==> src/rtl/product_accumulator.sv <==
// Multiply-accumulate back end: sums groups of up to LEN unsigned products from the
// upstream n-bit multiplier and hands each group result downstream over valid/ready.
module product_accumulator #(
  parameter int unsigned n     = 16,
  parameter int unsigned GUARD = 4,
  parameter int unsigned LEN   = 4
) (
  input  logic                         clk,
  input  logic                         rst,
  input  logic                         in_valid,
  output logic                         in_ready,
  input  logic [2*n-1:0]               prod,
  input  logic                         in_last,
  output logic                         out_valid,
  input  logic                         out_ready,
  output logic [2*n+GUARD-1:0]         sum,
  output logic [$clog2(LEN+1)-1:0]     count,
  output logic                         overflow
);

  localparam int unsigned AW = 2 * n + GUARD;
  localparam int unsigned CW = $clog2(LEN + 1);

  typedef enum logic {StAccum, StHold} state_e;

  state_e          state_q, state_d;
  logic [AW-1:0]   acc_q, acc_d;
  logic [CW-1:0]   cnt_q, cnt_d;
  logic            ovf_q, ovf_d;
  logic            close;
  logic [AW:0]     total;

  // Extra top bit of the running total captures the carry out of the accumulator.
  assign total = {1'b0, acc_q} + {{(GUARD + 1){1'b0}}, prod};

  // Handshake outputs are a pure function of the state.
  always_comb begin
    in_ready  = (state_q == StAccum);
    out_valid = (state_q == StHold);
  end

  // Next-state: accumulate while in StAccum, wait for the consumer in StHold.
  always_comb begin
    state_d = state_q;
    acc_d   = acc_q;
    cnt_d   = cnt_q;
    ovf_d   = ovf_q;
    close   = 1'b0;
    unique case (state_q)
      StAccum: begin
        if (in_valid) begin
          acc_d = total[AW-1:0];
          cnt_d = cnt_q + CW'(1);
          ovf_d = ovf_q | total[AW];
          if ((cnt_q == CW'(LEN - 1)) || in_last) begin
            close   = 1'b1;
            state_d = StHold;
          end
        end
      end
      StHold: begin
        if (out_ready) begin
          state_d = StAccum;
          acc_d   = '0;
          cnt_d   = '0;
          ovf_d   = 1'b0;
        end
      end
      default: state_d = StAccum;
    endcase
  end

  // State and accumulator registers.
  always_ff @(posedge clk or posedge rst) begin
    if (rst) begin
      state_q <= StAccum;
      acc_q   <= '0;
      cnt_q   <= '0;
      ovf_q   <= 1'b0;
    end else begin
      state_q <= state_d;
      acc_q   <= acc_d;
      cnt_q   <= cnt_d;
      ovf_q   <= ovf_d;
    end
  end

  // Result registers load only on the edge that closes a group, so they stay stable in StHold.
  always_ff @(posedge clk or posedge rst) begin
    if (rst) begin
      sum      <= '0;
      count    <= '0;
      overflow <= 1'b0;
    end else if (close) begin
      sum      <= acc_d;
      count    <= cnt_d;
      overflow <= ovf_d;
    end
  end

endmodule

==> config.mk <==
export PLATFORM = sky130hd
export DESIGN_NAME = product_accumulator
export DESIGN_NICKNAME = d
export VERILOG_FILES = /design/src/rtl/product_accumulator.sv
export SDC_FILE = /design/constraint.sdc
export NUM_CORES = 1
export LEC_CHECK = 0
export ABC_AREA = 1
export BUFFER_PORTS_ARGS = -buffer_cell sky130_fd_sc_hd__buf_4
export CAP_MARGIN = 20
export CORE_MARGIN = 2
export CORE_UTILIZATION = 54
export CTS_CLUSTER_SIZE = 20
export DETAILED_ROUTE_END_ITERATION = 7
export GPL_ROUTABILITY_DRIVEN = 0
export PLACE_DENSITY = 0.81
export SYNTH_ARGS = -nofsm -noshare
export SYNTH_HDL_FRONTEND = slang
export SYNTH_SLANG_ARGS = --single-unit
==> constraint.sdc <==
create_clock -name clk -period 3.25 [get_ports clk]
set_input_delay 0.65 -clock clk [delete_from_list [all_inputs] [get_ports clk]]
set_output_delay 0.65 -clock clk [all_outputs]
set_load 0.01 [all_outputs]
==> results of run 1 <==
metal layers:
layer	share of wire [%]	up-vias	wire, µm	GRT usage, %
li1	-	3149	-	-
met1	46	2758	7440	37.2
met2	46	183	7480	45.4
met3	6.4	21	1040	3.83
met4	1.5	0	247	6.58
met5	0	-	0	0
worst register-to-register path, cell delays in order (launching register included):
cell                      delay (ns)
sky130_fd_sc_hd__dfrtp_1        0.75
sky130_fd_sc_hd__inv_2          0.29
sky130_fd_sc_hd__nor2_2         0.56
sky130_fd_sc_hd__inv_1          0.39
sky130_fd_sc_hd__o22ai_1        0.34
sky130_fd_sc_hd__nand2_1        0.09
sky130_fd_sc_hd__nand2_1        0.09
sequential cells by signal, summed over array words and instances, names as in the netlist:
name       count
cnt_q          3
overflow       1
sum           36
acc_q         36
out_valid      1
ovf_q          1
count          3
power by group:
part	switching, mW	internal [mW]	total, mW
logic	2.37	1.41	3.78
clock network	0.484	0.692	1.18
registers	0.343	1.47	1.81
total	3.20	3.57	6.77
cell usage after synthesis, types with 4 or more instances:
cell and number:
sky130_fd_sc_hd__nand2_1 428, sky130_fd_sc_hd__inv_1 164, sky130_fd_sc_hd__nor2_1 85, sky130_fd_sc_hd__dfrtp_1 81, sky130_fd_sc_hd__nand3_1 48, sky130_fd_sc_hd__ha_1 34
sky130_fd_sc_hd__a21oi_1 27, sky130_fd_sc_hd__o21ai_0 26, sky130_fd_sc_hd__xor2_1 13, sky130_fd_sc_hd__clkbuf_1 11, sky130_fd_sc_hd__nand2_2 10, sky130_fd_sc_hd__nor2_2 9
sky130_fd_sc_hd__buf_2 8, sky130_fd_sc_hd__o21ai_1 7, sky130_fd_sc_hd__a31oi_1 6, sky130_fd_sc_hd__nand3_2 6, sky130_fd_sc_hd__nand4_1 6, sky130_fd_sc_hd__o21ai_2 4
cell families (layout without fill, tap and decap cells):
family          count (synthesis)  after routing  synth area share (%)
flops                          81             81                  32.9
compound gates                 75             75                  6.63
fa+ha+maj                      35             35                  7.24
buf+inv                       189            268                  11.9
simple gates                  596            596                  39.3
xor+xnor                       14             14                  1.99
through the flow:
stage / util (%) / std cells / power (mW) / setup WS (ns) / hold WS (ns)
floorplan: - / 990 / 4.43 / 0.520 / 0.444
global placement: 62.5 / 1193 / 5.47 / 0.697 / 0.456
detailed placement: 62.5 / 1193 / 5.53 / 0.608 / 0.467
CTS: 65.5 / 1209 / 6.75 / 0.711 / 0.368
global route: 65.5 / 1209 / 7.39 / 0.466 / 0.403
finish: 65.5 / 1209 / 6.77 / 0.684 / 0.352
area by class of cell:
type                       instances  area (µm²)  area share [%]
tap                              140         175            2.43
clock buffer                       9         225            3.13
timing repair buffer              86         646            8.97
sequential                        81        2030            28.2
clock inverter                     7         109            1.51
multi-input combinational        720        3390            47.1
inverter                         166         624            8.68
path summary, 6_finish.rpt:
check	from	endpoint	slack (ns)	cells after the start
max	out_valid$_DFF_PP0_	sum[1]$_DFFE_PP0P_	0.68	6
min	rst	sum[27]$_DFFE_PP0P_	0.35	2
max reg2reg	out_valid$_DFF_PP0_	sum[1]$_DFFE_PP0P_	0.68	6
min reg2reg	ovf_q$_DFF_PP0_	ovf_q$_DFF_PP0_	0.48	2
max in group asynchronous	rst	acc_q[12]$_DFF_PP0_	2.15	3
min in group clk	ovf_q$_DFF_PP0_	ovf_q$_DFF_PP0_	0.48	2
==> impl_metrics.ini, run 1 <==
[status]
run_status = finished, final reports clean

[synthesis]
synthTopCellsByArea = sky130_fd_sc_hd__dfrtp_1 (33%), sky130_fd_sc_hd__nand2_1 (26%), sky130_fd_sc_hd__inv_1 (10%)
synthesis.nets = 1062
synth_area_per_cell_um2 = 6.21
netlist_area_mm2 = 0.00615
synth-seq-area-share_pct = 32.9
synth_warnings = 0
synth_edf_count = 0
ys_seq_elements = 81
synth_top_area_share_pct = 32.9
yosys.area.top_type = sky130_fd_sc_hd__dfrtp_1
synthesis.instances = 990
postSynth.asyncResetShare_pct = 100
synthFlopType = sky130_fd_sc_hd__dfrtp_1
ys_types = 32

[floorplan]
placement_rows = 38
die_w_um = 111
core-area_mm2 = 0.0110
initial_core_util_pct = 56.0
die-area_mm2 = 0.0123
io_pins = 79
overall_die_height_um = 111

[final_layout]
final_layout_size_suffix_gt1_share_pct = 12.7
most_common_library_cell_in_the_layout_ignoring_fill_and_taps = sky130_fd_sc_hd__nand2_1
n_fill_cell = 1028
layout.cells.most_common_list = sky130_fd_sc_hd__nand2_1 (428), sky130_fd_sc_hd__inv_1 (163), sky130_fd_sc_hd__buf_4 (86), sky130_fd_sc_hd__nor2_1 (85), sky130_fd_sc_hd__dfrtp_1 (81)
fin_nets = 1136
fin_area_mm2 = 0.00720
area_growth_pct = 17.0
antenna_fix_cells = 0

[setup_path]
critical_path.max_fanout = 16
setup.worst_path.start_class = flip-flop
path_buf_inv = 2
worst_setup_path_type = flip-flop to flip-flop
arrival_time_worst_endpoint_ns = 2.85
critical_path_required_ns = 3.54
critical_path.top_delay_family = flip-flops
crit_path_frequent_cell = sky130_fd_sc_hd__nand2_1
critical-path-slowest-cell = sky130_fd_sc_hd__dfrtp_1
worst_path_largest_cell_delay_ns = 0.75
setup.worst_path.end_class = flip-flop
crit_path_cell_trace = inv_2 > nor2_2 > inv_1 > o22ai_1 > nand2_1 > nand2_1

[clock_network]
cts-resized-gates = 0
clock_tree.htree_level_count = 3
cts_tree = done
clk-insertion-delay-late_ns = 0.35
cts_buffer_depth = 2
clock_transition_at_the_registers_of_the_reported_paths_ns = 0.07
ctsRootBufferMaster = sky130_fd_sc_hd__clkbuf_16
cts-buffers-inserted = 9
cts_hold_repair.buffers = 0
clock-sinks = 81
post_cts.repair.setup_buffers = 0

[sta]
fin_tns_setup_ns = 0
report.final.setup_viol = 0
layout_worst_path_cycle_share_pct = 78.9
timing.fmax_ghz = 0.390
layout_min_cycle_time_ns = 2.57
max_slew.worst_pin.slew_ns = 0.769
final_hold_viol_count = 0
fin_worst_skew_ns = 0.00649
rsz0062_at_grt = no
slew_headroom_pct = 48.7
timing_max_transition_violations_final = 0

[global_route]
antenna_violations_before_repair = 0
track_usage_pct = 27.1
number_of_global_route_vias_before_repair = 5810
pin_count_of_the_biggest_net_entering_global_routing = 45
grt_remaining_overflow = 0
grt_pass1_wl_um = 27300

[route]
via_per_inst = 5.05
num_vias = 6111
route.final.wire_length_um = 16200
drt_first_pass_iters = 5
wl_per_cell_um = 13.4
detail_route.iter0.violations = 328
drt_drc = 0
antenna_left = 0

[place]
port_buffers = 78
place_hpwl_um = 12100
placedInstanceArea_mm2 = 0.00686

[worst_hold_path]
holdCritPathClass = primary input to asynchronous set/reset pin

[pwr]
leakage_nw = 4.32
power_density_of_the_placed_cells_mw_per_mm2 = 941
vdd_ir_drop_max_mv = 0.478

[flow_run]
max-cap-violations = 0
Power figures use the tool's default switching activity.
==> run 2: changes to the inputs <==
==> constraint.sdc (replaced) <==
create_clock -name clk -period 2.4 [get_ports clk]
set_input_delay 0.48 -clock clk [delete_from_list [all_inputs] [get_ports clk]]
set_output_delay 0.48 -clock clk [all_outputs]
set_load 0.01 [all_outputs]
==> impl_metrics.ini, run 2 (synthesized netlist as in run 1, its figures left out) <==
[setup_path]
worst_reg2reg_endpoint = sum[34]$_DFFE_PP0P_
reg2reg_setup_slack_ns = 0.13
arrival_time_worst_endpoint_ns = 2.50
crit_path_frequent_cell = sky130_fd_sc_hd__nand2_1
setup.worst_path.end_class = flip-flop
worst_setup_path_type = flip-flop to flip-flop
setup.worst_path.start_class = flip-flop
timing.critical_path.depth = 15
critical_path.top_delay_family = simple AND/OR/NAND/NOR gates
worst_path_largest_cell_delay_ns = 0.43
crit_path_cell_trace = ha_1 > nand2_1 > nand2_1 > nand2_1 > nand2_1 > nand2_1 > nand2_1 > a21oi_1 > nand2_1 > nand2_1 > nand2_1 > nand2_1 > nand2_1 > nand3_1 > nand2_1
path_buf_inv = 0
reg2reg_depth = 15
critical_path.max_fanout = 4
critical-path-slowest-cell = sky130_fd_sc_hd__dfrtp_1
critical_path.reg2reg.startpoint = acc_q[11]$_DFF_PP0_
critical_path_required_ns = 2.63

[global_route]
grt_remaining_overflow = 0
antenna_violations_before_repair = 0
grt_pass1_wl_um = 27600
track_usage_pct = 27.5
pin_count_of_the_biggest_net_entering_global_routing = 82
number_of_global_route_vias_before_repair = 5818

[sta]
slew_headroom_pct = 49.3
rsz0062_at_grt = no
post-route-worst-setup-slack_ns = 0.134
max_slew.worst_pin.slew_ns = 0.759
holdWs_ns = 0.249
layout_worst_path_cycle_share_pct = 94.4
final_hold_viol_count = 0
fin_worst_skew_ns = 0.00891
timing_max_transition_violations_final = 0
timing.fmax_ghz = 0.441
layout_min_cycle_time_ns = 2.27
report.final.setup_viol = 0

[worst_hold_path]
holdCritPathClass = primary input to asynchronous set/reset pin

[floorplan]
die_w_um = 111
placement_rows = 38
initial_core_util_pct = 56.0
die-area_mm2 = 0.0123
overall_die_height_um = 111
core-area_mm2 = 0.0110
io_pins = 79

[place]
place_hpwl_um = 12000
placedInstanceArea_mm2 = 0.00690
detailedPlace.worstSlack_ns = -0.0384
dp.cells = 1196
port_buffers = 78

[final_layout]
final_layout_size_suffix_gt1_share_pct = 13.1
area_growth_pct = 16.9
most_common_library_cell_in_the_layout_ignoring_fill_and_taps = sky130_fd_sc_hd__nand2_1
fin_nets = 1140
fin_util_pct = 65.5
n_fill_cell = 995
final_cells = 1213
reg_top3 = acc_q: 36 flops, sum: 36 flops
antenna_fix_cells = 0
fin_area_mm2 = 0.00719
layout.cells.most_common_list = sky130_fd_sc_hd__nand2_1 (428), sky130_fd_sc_hd__inv_1 (163), sky130_fd_sc_hd__buf_4 (89), sky130_fd_sc_hd__nor2_1 (85), sky130_fd_sc_hd__dfrtp_1 (81)

[route]
via_per_inst = 5.03
detail_route.iter0.violations = 331
num_vias = 6096
antenna_left = 0
drt_drc = 0
wl_per_cell_um = 13.4
drt_first_pass_iters = 5
route.final.wire_length_um = 16200

[clock_network]
ctsRootBufferMaster = sky130_fd_sc_hd__clkbuf_16
cts_tree = done
clk-insertion-delay-late_ns = 0.35
clock_tree.htree_level_count = 3
clock-sinks = 81
clock_transition_at_the_registers_of_the_reported_paths_ns = 0.07
cts_hold_repair.buffers = 0
cts-buffers-inserted = 9
cts_buffer_depth = 2

[status]
run_status = finished, final reports clean

[pwr]
cellInternalPower_mw = 4.67
combinationalPowerShare_pct = 58.2
vdd_ir_drop_max_mv = 0.835
clock_power_share_pct = 14.7
seqPwrFrac_pct = 27.1
power_switching_mw = 4.32
leakage_nw = 4.32
power_density_of_the_placed_cells_mw_per_mm2 = 1250
power.share.switching_pct = 48.0

[flow_run]
max-cap-violations = 0
-- run 2: changes by cell type in the layout (fill, tap and decap cells not counted) --
| cell | change |
|---|---|
| sky130_fd_sc_hd__buf_4 | +3 |
| sky130_fd_sc_hd__bufinv_16 | -2 |
| sky130_fd_sc_hd__clkinvlp_4 | +2 |
| sky130_fd_sc_hd__inv_6 | +2 |
| sky130_fd_sc_hd__inv_8 | -2 |
| sky130_fd_sc_hd__buf_12 | +1 |
| sky130_fd_sc_hd__clkbuf_1 | +1 |
| sky130_fd_sc_hd__clkinv_4 | -1 |
| sky130_fd_sc_hd__ha_1 | -1 |
| sky130_fd_sc_hd__ha_2 | +1 |
| sky130_fd_sc_hd__nand3_1 | -1 |
| sky130_fd_sc_hd__nand3_2 | +1 |
-- run 2: what timing repair did --
action | in CTS | in global routing
hold endpoints to repair | 0 | 0
resized for setup | 0 | 2
setup endpoints to repair | 0 | 7
setup buffers | 0 | 1
-- run 2: power by group through the flow --
stage | sequential (mW) | combinational (mW) | clock (mW)
after floorplan | 2.48 | 3.52 | 0
after global placement | 2.44 | 5.02 | 0
after detailed placement | 2.43 | 5.14 | 0
after CTS | 2.43 | 5.16 | 1.34
after global routing | 2.52 | 5.91 | 1.40
final | 2.44 | 5.23 | 1.32
-- run 2: tightest hold or removal path: stages --
cell,delay [ns]
sky130_fd_sc_hd__buf_4,0.12
sky130_fd_sc_hd__clkinvlp_4,0.07
sky130_fd_sc_hd__buf_12,0.36
-- run 2: layout make-up --
class / count / area [µm²] / area share, %
inverter: 166 / 627 / 8.72
clock inverter: 6 / 47.5 / 0.661
multi-input combinational: 720 / 3400 / 47.3
tap: 140 / 175 / 2.44
clock buffer: 10 / 229 / 3.18
sequential: 81 / 2030 / 28.2
timing repair buffer: 90 / 688 / 9.57
-- run 2: worst max-delay path by stage --
stage	start	to	slack [ns]
after floorplan	prod[0]	sum[32]$_DFFE_PP0P_	0.32
after detailed placement	prod[0]	acc_q[30]$_DFF_PP0_	-0.04
final	acc_q[11]$_DFF_PP0_	sum[34]$_DFFE_PP0P_	0.13
after CTS	acc_q[0]$_DFF_PP0_	acc_q[30]$_DFF_PP0_	0.18
after global placement	prod[0]	acc_q[30]$_DFF_PP0_	0.03
after global routing	acc_q[0]$_DFF_PP0_	sum[24]$_DFFE_PP0P_	0.009
-- run 2: metal layers --
| layer | wire [µm] | GRT usage [%] | vias to the layer above |
|---|---|---|---|
| met4 | 333 | 8.42 | 0 |
| met5 | 0 | 0 | - |
| li1 | - | - | 3156 |
| met3 | 1000 | 4.16 | 27 |
| met1 | 7440 | 37.8 | 2714 |
| met2 | 7420 | 44.9 | 199 |
-- run 2: through the flow --
stage                     setup TNS [ns]  power (mW)
after floorplan                        0        6.00
after global placement                 0        7.47
after detailed placement         -0.0501        7.57
after CTS                              0        8.94
after global routing                   0        9.83
final                                  0        8.99
==> run 3: changes to the inputs <==
--- a/config.mk
+++ b/config.mk
@@ -10,7 +10,7 @@
 export CAP_MARGIN = 20
 export CORE_MARGIN = 2
 export CORE_UTILIZATION = 54
-export CTS_CLUSTER_SIZE = 20
+export CTS_CLUSTER_SIZE = 30
 export DETAILED_ROUTE_END_ITERATION = 7
 export GPL_ROUTABILITY_DRIVEN = 0
 export PLACE_DENSITY = 0.81
==> constraint.sdc (replaced) <==
create_clock -name clk -period 2.4 [get_ports clk]
set_input_delay 0.12 -clock clk [delete_from_list [all_inputs] [get_ports clk]]
set_output_delay 0.12 -clock clk [all_outputs]
set_load 0.01 [all_outputs]
==> impl_metrics.ini, run 3 (synthesized netlist as in run 1, its figures left out) <==
[route]
num_vias = 6075
via_per_inst = 5.02
drt_drc = 0
drt_first_pass_iters = 4
route.final.wire_length_um = 15800
detail_route.iter0.violations = 291
wl_per_cell_um = 13.1
antenna_left = 0

[setup_path]
worst_setup_path_type = flip-flop to flip-flop
cp-endpoint = acc_q[29]$_DFF_PP0_
crit_path_cell_trace = ha_1 > a21oi_1 > inv_1 > a21oi_1 > o21ai_0 > a21oi_1 > nand2_1 > nand2_1 > nand3_1 > nand2_1 > o21ai_0
setup.worst_path.end_class = flip-flop
reg2reg_depth = 11
worst_path_largest_cell_delay_ns = 0.40
worst_reg2reg_endpoint = acc_q[29]$_DFF_PP0_
worstSetupStartpoint = acc_q[28]$_DFF_PP0_
critical_path_required_ns = 2.62
critical-path-slowest-cell = sky130_fd_sc_hd__dfrtp_1
reg2reg_setup_slack_ns = 0.22
critical_path.reg2reg.startpoint = acc_q[28]$_DFF_PP0_
critical_path.max_fanout = 5
arrival_time_worst_endpoint_ns = 2.40
setup.worst_path.start_class = flip-flop

[final_layout]
n_fill_cell = 1009
final_layout_size_suffix_gt1_share_pct = 13.1
final_cells = 1211
fin_util_pct = 65.5
final-seq-area_mm2 = 0.00203
antenna_fix_cells = 0
multi_input_area_mm2 = 0.00340
most_common_library_cell_in_the_layout_ignoring_fill_and_taps = sky130_fd_sc_hd__nand2_1
layout.cells.most_common_list = sky130_fd_sc_hd__nand2_1 (428), sky130_fd_sc_hd__inv_1 (163), sky130_fd_sc_hd__nor2_1 (85), sky130_fd_sc_hd__buf_4 (85), sky130_fd_sc_hd__dfrtp_1 (81)
fin_nets = 1138
area_growth_pct = 17.0
reg_top3 = acc_q: 36 flops, sum: 36 flops

[floorplan]
io_pins = 79
overall_die_height_um = 111
initial_core_util_pct = 56.0
die-area_mm2 = 0.0123
die_w_um = 111
placement_rows = 38
core-area_mm2 = 0.0110

[status]
run_status = finished, final reports clean

[place]
detailedPlace.worstSlack_ns = 0.166
port_buffers = 78
place_hpwl_um = 12100
dp.cells = 1194

[global_route]
antenna_violations_before_repair = 0
grt_remaining_overflow = 0
track_usage_pct = 27.3
number_of_global_route_vias_before_repair = 5806
grt_pass1_wl_um = 27300
pin_count_of_the_biggest_net_entering_global_routing = 48

[pwr]
power_density_of_the_placed_cells_mw_per_mm2 = 1240
leakage_nw = 4.32
vdd_ir_drop_max_mv = 0.655

[sta]
rsz0062_at_grt = no
final_hold_viol_count = 0
layout_min_cycle_time_ns = 2.18
slew_headroom_pct = 59.0
timing_max_transition_violations_final = 0
max_slew.worst_pin.slew_ns = 0.615
fin_worst_skew_ns = 0.00742
fin_tns_setup_ns = 0
layout_worst_path_cycle_share_pct = 90.9
report.final.setup_viol = 0
timing.fmax_ghz = 0.459
holdWs_ns = 0.229
post-route-worst-setup-slack_ns = 0.219

[clock_network]
clk-insertion-delay-late_ns = 0.36
cts_buffer_depth = 2
clock_transition_at_the_registers_of_the_reported_paths_ns = 0.07
cts-buffers-inserted = 9
clock_tree.htree_level_count = 3
clock-sinks = 81
cts_tree = done
ctsRootBufferMaster = sky130_fd_sc_hd__clkbuf_16
post_cts.repair.setup_buffers = 0

[flow_run]
max-cap-violations = 0

[worst_hold_path]
holdCritPathClass = primary input to flip-flop
-- run 3: cell count changes in the layout (fill, tap and decap cells not counted), sizes merged --
cell	before	now
buf	90	87
dlygate4sd3	0	1
clkinv	1	4
clkbuf	10	9
clkinvlp	2	0
-- run 3: worst max-delay path: cells and delay by family, from the launching register on --
kind / cells / cell delay, ns
fa+ha+maj: 1 / 0.35
simple gates: 4 / 0.39
flops: 1 / 0.40
buf+inv: 1 / 0.06
compound gates: 5 / 0.84
-- run 3: power by group --
part,switching (mW),total (mW),internal [mW]
logic,3.22,5.16,1.94
registers,0.446,2.43,1.99
clock network,0.612,1.33,0.717
total,4.28,8.92,4.64
-- run 3: layout make-up --
cell class              count  area share (%)
flip-flops and latches     81            28.2
well taps                 140            2.43
inverters                 166            8.67
clock buffers               9            3.13
clock inverters             7           0.800
multi-input cells         720            47.2
repair buffers             88            9.56
-- run 3: routing by layer --
metal / wire (µm) / GRT usage [%] / vias to the layer above
li1: - / - / 3162
met1: 7380 / 37.1 / 2754
met2: 7330 / 45.1 / 139
met3: 823 / 3.34 / 20
met4: 315 / 9.75 / 0
met5: 0 / 0 / -
-- run 3: worst min path at each step --
| stage | start | end | slack (ns) | cells past startpoint |
|---|---|---|---|---|
| 2_1_floorplan | out_ready | acc_q[5]$_DFF_PP0_ | 0.32 | 3 |
| 3_3_place_gp | rst | acc_q[34]$_DFF_PP0_ | 0.22 | 2 |
| 3_5_place_dp | rst | sum[34]$_DFFE_PP0P_ | 0.22 | 2 |
| 4_1_cts | in_last | sum[30]$_DFFE_PP0P_ | 0.23 | 5 |
| 5_1_grt | in_last | sum[30]$_DFFE_PP0P_ | 0.28 | 5 |
| 6_report | in_last | sum[30]$_DFFE_PP0P_ | 0.23 | 5 |
-- run 3: timing repair --
action | in CTS | in global routing
gates resized for setup | 0 | 3
endpoints found under the hold margin | 34 | 0
setup endpoints to repair | 0 | 8
hold buffers | 1 | 0
-- run 3: metrics by stage --
step,power (mW),instance area (µm²)
after floorplan,6.00,6150
after global placement,7.43,6900
after detailed placement,7.52,6900
after CTS,8.90,7190
after global routing,9.80,7200
final,8.92,7200
